File: src/rtl/fft_stage_index_gen.sv
// Radix-2 DIT index generator: per-position butterfly partner, twiddle exponent
// and upper-leg flag for the selected stage, all registered with one-cycle latency.
module fft_stage_index_gen #(
  parameter int unsigned SAMPLES = 4
) (
  input  logic                            clk,
  input  logic                            rst_n,
  input  logic [$clog2(SAMPLES)-1:0]      stage,
  output logic [SAMPLES-1:0][$clog2(SAMPLES)-1:0] display_stream,
  output logic [SAMPLES-1:0][$clog2(SAMPLES)-1:0] twiddle_stream,
  output logic [SAMPLES-1:0]              upper_mask,
  output logic                            stage_err
);

  localparam int unsigned LOG2 = $clog2(SAMPLES);

  logic                            stage_ok_c;
  logic [LOG2-1:0]                 leg_bit_c;
  logic [LOG2-1:0]                 low_mask_c;
  logic [LOG2-1:0]                 shamt_c;
  logic [SAMPLES-1:0][LOG2-1:0]    display_c;
  logic [SAMPLES-1:0][LOG2-1:0]    twiddle_c;
  logic [SAMPLES-1:0]              upper_c;

  // Next-stage index maps; only meaningful when stage_ok_c is set.
  // The twiddle product is a power of two, so it collapses to a shift.
  always_comb begin
    stage_ok_c = 32'(stage) < LOG2;
    leg_bit_c  = LOG2'(1) << stage;
    low_mask_c = leg_bit_c - LOG2'(1);
    shamt_c    = LOG2'(LOG2 - 1) - stage;
    display_c  = '0;
    twiddle_c  = '0;
    upper_c    = '0;
    for (int i = 0; i < SAMPLES; i++) begin
      display_c[i] = LOG2'(i) ^ leg_bit_c;
      twiddle_c[i] = (LOG2'(i) & low_mask_c) << shamt_c;
      upper_c[i]   = ~|(LOG2'(i) & leg_bit_c);
    end
  end

  // Invalid stages keep the last map and only raise the error flag.
  always_ff @(posedge clk) begin
    if (!rst_n) begin
      for (int i = 0; i < SAMPLES; i++) begin
        display_stream[i] <= LOG2'(i);
      end
      twiddle_stream <= '0;
      upper_mask     <= '0;
      stage_err      <= 1'b0;
    end else begin
      stage_err <= ~stage_ok_c;
      if (stage_ok_c) begin
        display_stream <= display_c;
        twiddle_stream <= twiddle_c;
        upper_mask     <= upper_c;
      end
    end
  end

endmodule

File: config.mk
export PLATFORM = sky130hd
export DESIGN_NAME = fft_stage_index_gen
export DESIGN_NICKNAME = d
export VERILOG_FILES = /design/src/rtl/fft_stage_index_gen.sv
export SDC_FILE = /design/constraint.sdc
export NUM_CORES = 1
export LEC_CHECK = 0
export BUFFER_PORTS_ARGS = -buffer_cell sky130_fd_sc_hd__buf_2
export CAP_MARGIN = 20
export CORE_AREA = 2 2 39 41
export DETAILED_ROUTE_END_ITERATION = 16
export DIE_AREA = 0 0 41 43
export PLACE_DENSITY = 0.67
export SLEW_MARGIN = 10
export SYNTH_ARGS = -nofsm -noshare
export SYNTH_HDL_FRONTEND = slang
export SYNTH_SLANG_ARGS = --single-unit
File: constraint.sdc
create_clock -name clk -period 1 [get_ports clk]
set_input_delay 0 -clock clk [delete_from_list [all_inputs] [get_ports clk]]
set_output_delay 0 -clock clk [all_outputs]
set_load 0.02 [all_outputs]
==> flow_summary.ini, run 1 <==
[outcome]
status = finished, final reports clean

[sta]
fmax_mhz = 1261
fin_crit_ns = 0.7931
tns_ns = 0
final_max_slew_viol_count = 0
rsz0062_at_grt = false
finalHoldViolCount = 0
timing.final.crit_share_pct = 79.31
setup_violations = 0
setup_ws_ns = 0.2069
finClkSkew_ns = 0

[detailed_routing]
totalWireLength_microns = 791
drtIter0Drc = 3
ant_nets = 0
viasPerCell = 4.163
drc = 0
vias = 333
firstDrtPassIters = 4
avgRoutedWirePerCell_microns = 9.888

[logic_synthesis]
synth_ff_type = dfxtp_1
synth_edf_count = 0
ys_warn_count = 0
syn_inst = 46
async_flop_share_pct = 0
ys_top_cells_by_area = dfxtp_1, buf_4, a21boi_2
synth-seq-cells = 13
avgSynthCellArea_sq_um = 10.74
synth.distinct_cells = 15
synth_common_cells = dfxtp_1, buf_4, and3_2, nand2_1
synth_area_leader_cell = dfxtp_1
syn-cell-area_sq_um = 494.2
synth_top_area_share_pct = 52.66
synth.most_common_cell = dfxtp_1
yosysSeqAreaShare_pct = 52.66

[cells_and_area]
n_antenna_cell = 0
fin_nets = 69
final_util_pct = 42.68
drive_above_1_share_pct = 53.13
fillers = 146
syn_to_final_growth_pct = 19.49
ff_latch_area_sq_um = 260.3
multi_input_area_sq_um = 165.2
fin_cells = 80

[run]
drv_cap = 0

[place]
routabilityCongestion = 0.5166
numPortBuffers = 21
placed_cells = 75
dp_slack_ns = 0.2586

[clock_tree]
cts-resized-gates = 0
cts_setup_buffers = 0
tritoncts = done
clk_latency_ns = 0.26
clock_path_buffers = 2
cts_buffers = 3
root_buffer = clkbuf_4
path_clk_slew_ns = 0.08
htree_levels = 1
hold_buffers = 1
clock_sinks = 13

[die]
num_rows = 14
initial_utilization_pct = 35.71
fp.dieH_microns = 43
die_x_microns = 41
coreArea_sq_um = 1384
dieArea_sq_um = 1763
io_pins = 25

[grt]
antenna_found_initial = 0
grt_pass1_vias = 293
grt_start_max_net_pins = 15
track_usage_pct = 10.82
overflow = 0
grt_first_pass_wirelength_mm = 1.207

[worst_setup_path]
cp-end-kind = flop
cp.arrival_ns = 0.96
crit_type = in2reg
start_kind = input port
required_ns = 1.16
worstPathMaxFanout = 13

[power_and_ir_drop]
p_total_mw = 1.005
p_per_area_nw_per_um2 = 1702
peakVddDrop_mv = 0.6321
p_leak_nw = 0.3084

[min_path]
hold_path.class = in2reg
==> critical path, stage by stage <==
cell and delay, ns:
dlygate4sd3_1 0.52, buf_2 0.20, a21bo_2 0.24
==> power breakdown <==
group | internal, mW | switching (mW)
Clock | 0.154 | 0.157
Sequential | 0.540 | 0.0102
Combinational | 0.0517 | 0.0918
==> metal layers <==
metal  global-route usage [%]  vias to the layer above  share of wire [%]
li1                         -                      173                  -
met2                    14.06                       16                 48
met1                    12.50                      142                 43
met4                    12.00                        0                1.5
met3                    3.141                        2                7.6
met5                        0                        -                  0
==> per-stage QoR <==
step                cell area (sq um)  hold WS (ns)
floorplan                       501.7        0.1687
global placement                554.3        0.2795
detailed placement              554.3        0.2831
CTS                             590.6       0.02073
global route                    590.6       0.03864
finish                          590.6       0.02937
==> path summary, 6_finish.rpt <==
path,start,endpoint,slack (ns),depth (start not counted)
hold / removal,stage[0],display_stream[2],0.03,3
setup reg to reg,display_stream[7],display_stream[7],0.25,2
hold reg to reg,upper_mask[0],upper_mask[0],0.46,2
setup / recovery,rst_n,display_stream[7],0.21,3
==> state kept, by name, indices dropped and copies added, names as in the netlist <==
register        cells
display_stream      4
upper_mask          4
twiddle_stream      4
stage_err           1
==> area by class of cell <==
class / count / area share (%)
Multi-Input combinational cell: 24 / 27.97
Timing Repair Buffer: 22 / 19.49
Inverter: 1 / 0.6356
Sequential cell: 13 / 44.07
Tap cell: 16 / 3.390
Clock buffer: 4 / 4.449
==> cells by family (layout without fill, tap and decap cells) <==
kind of cell,Yosys count,after routing,share of synthesized area [%]
AO/OA/AOI/OAI,5,5,10.38
buffers and inverters,11,27,15.44
flip-flops,13,13,52.66
other,1,3,0.7588
AND/OR/NAND/NOR,16,16,20.76
==> cell usage in the layout (no fill, tap or decap) <==
| cell | synthesis | layout |
|---|---|---|
| and3_2 | 4 | 4 |
| dfxtp_1 | 13 | 13 |
| clkbuf_4 | 0 | 3 |
| a21bo_2 | 1 | 1 |
| conb_1 | 1 | 3 |
| a21boi_2 | 3 | 3 |
| dlygate4sd3_1 | 0 | 1 |
| and3_1 | 2 | 2 |
| clkbuf_1 | 0 | 1 |
| inv_1 | 1 | 1 |
| nand2b_4 | 1 | 1 |
| nand2b_1 | 3 | 3 |
| buf_2 | 1 | 21 |
| nand2_1 | 4 | 4 |
| nand3_1 | 1 | 1 |
| a21boi_0 | 1 | 1 |
| and2_2 | 1 | 1 |
Power figures use the tool's default switching activity.
==> inputs of run 2 (changes only) <==
==> constraint.sdc (replaced) <==
create_clock -name clk -period 0.8 [get_ports clk]
set_input_delay 0 -clock clk [delete_from_list [all_inputs] [get_ports clk]]
set_output_delay 0 -clock clk [all_outputs]
set_load 0.02 [all_outputs]
==> run 2 against run 1 <==
  * Critical endpoint is now twiddle_stream[6]
  * Largest cell class unchanged
  * Non-clock buffer count unchanged
  * Sequential share of layout area decreased by 0.80 points
  * Core utilization increased by 1.6 points
  * Count of clock-buffer cells in the layout unchanged
  * Setup slack got worse by 0.17 ns
==> flow_summary.ini, run 2 (synthesis gave the netlist of run 1 again) <==
[die]
initial_utilization_pct = 35.71
dieArea_sq_um = 1763
die_x_microns = 41
io_pins = 25
fp.dieH_microns = 43
num_rows = 14
coreArea_sq_um = 1384

[sta]
finalHoldViolCount = 0
final_max_slew_viol_count = 0
rsz0062_at_grt = true
timing.final.crit_share_pct = 95.82
fmax_mhz = 1305
finClkSkew_ns = 0
fin_crit_ns = 0.7665
setup_violations = 0

[worst_setup_path]
crit_family = flip-flops
worstPathMaxFanout = 3
crit_slowest_cell = dfxtp_1
cp-end-kind = output port
path_cells = buf_2
start_kind = flop
worst_path_largest_cell_delay_ns = 0.34
cp.arrival_ns = 0.77
required_ns = 0.80
crit_type = reg2out
critPathBufInv = 1

[clock_tree]
hold_buffers = 0
clk_latency_ns = 0.26
htree_levels = 1
root_buffer = clkbuf_4
cts_buffers = 3
path_clk_slew_ns = 0.08
clock_sinks = 13
tritoncts = done
clock_path_buffers = 2

[grt]
antenna_found_initial = 0
track_usage_pct = 11.20
grt_pass1_vias = 275
grt_first_pass_wirelength_mm = 1.262
grt_start_max_net_pins = 14
overflow = 0

[cells_and_area]
fin_nets = 69
syn_to_final_growth_pct = 24.05
layout.cells.most_common = buf_2
largestRegisters = display_stream: 4 flops, twiddle_stream: 4 flops, upper_mask: 4 flops
n_antenna_cell = 0
drive_above_1_share_pct = 60.94
final_cell_mix = buf_2, buf_4, dfxtp_1
design_area_sq_um = 613.1
fillers = 146

[place]
routabilityCongestion = 0.5776
numPortBuffers = 21
dp_hpwl_microns = 590.9
placed_area_sq_um = 563.0

[power_and_ir_drop]
p_leak_nw = 0.3126
p_per_area_nw_per_um2 = 2062
peakVddDrop_mv = 0.6494
p_total_mw = 1.264

[detailed_routing]
drtIter0Drc = 5
totalWireLength_microns = 813
firstDrtPassIters = 4
viasPerCell = 4.363
vias = 349
drc = 0
ant_nets = 0
avgRoutedWirePerCell_microns = 10.16

[min_path]
hold_path.class = in2reg

[run]
drv_cap = 0

[outcome]
status = finished, final reports clean
==> run 2: changes by cell type in the layout (fill, tap and decap cells not counted), sizes merged <==
cell         delta
dlygate4sd3     -1
buf             +1
==> run 2: per-stage QoR <==
step | std cells | setup TNS, ns | hold slack [ns] | util, % | setup slack [ns]
after detailed placement | 76 | 0 | 0.2907 | 40.69 | 0.06083
after global routing | 80 | -0.008853 | 0.03174 | 44.30 | -0.005226
after CTS | 80 | -0.02742 | 0.01255 | 42.59 | -0.01424
after global placement | 76 | 0 | 0.2765 | 40.69 | 0.06444
final | 80 | 0 | 0.01555 | 44.30 | 0.03348
after floorplan | 48 | 0 | 0.1687 | - | 0.01100
==> run 2: layout make-up <==
class | instances | area, sq um | share of cell area, %
Clock buffer | 4 | 26.28 | 4.286
Inverter | 1 | 3.754 | 0.6122
Sequential cell | 13 | 265.3 | 43.27
Timing Repair Buffer | 22 | 132.6 | 21.63
Tap cell | 16 | 20.02 | 3.265
Multi-Input combinational cell | 24 | 165.2 | 26.94
==> run 2: what timing repair did <==
item	CTS	global route
buffers inserted	0	0
pin swaps	0	0
endpoints found under the setup margin	2	10
cloned	0	0
resized for setup	0	11
==> run 2: path summary, 6_finish.rpt <==
check                     from                 to  slack [ns]  depth (start not counted)
min reg2reg      upper_mask[0]      upper_mask[0]        0.47                          2
min                      rst_n  display_stream[2]        0.02                          2
max          twiddle_stream[2]  twiddle_stream[6]        0.03                          1
max reg2reg  display_stream[7]  display_stream[7]        0.05                          2
==> run 2: routing by layer <==
metal / wire length (microns) / share of wire (%) / global-route usage (%)
met5: 0 / 0 / 0
met4: 12 / 1.5 / 8.000
met3: 57 / 7.0 / 4.712
met2: 413 / 51 / 15.63
met1: 329 / 40 / 13.07
==> run 2: power breakdown <==
part / switching [mW] / total [mW] / internal (mW)
Combinational: 0.115 / 0.190 / 0.0752
Sequential: 0.0145 / 0.691 / 0.677
Clock: 0.190 / 0.383 / 0.192
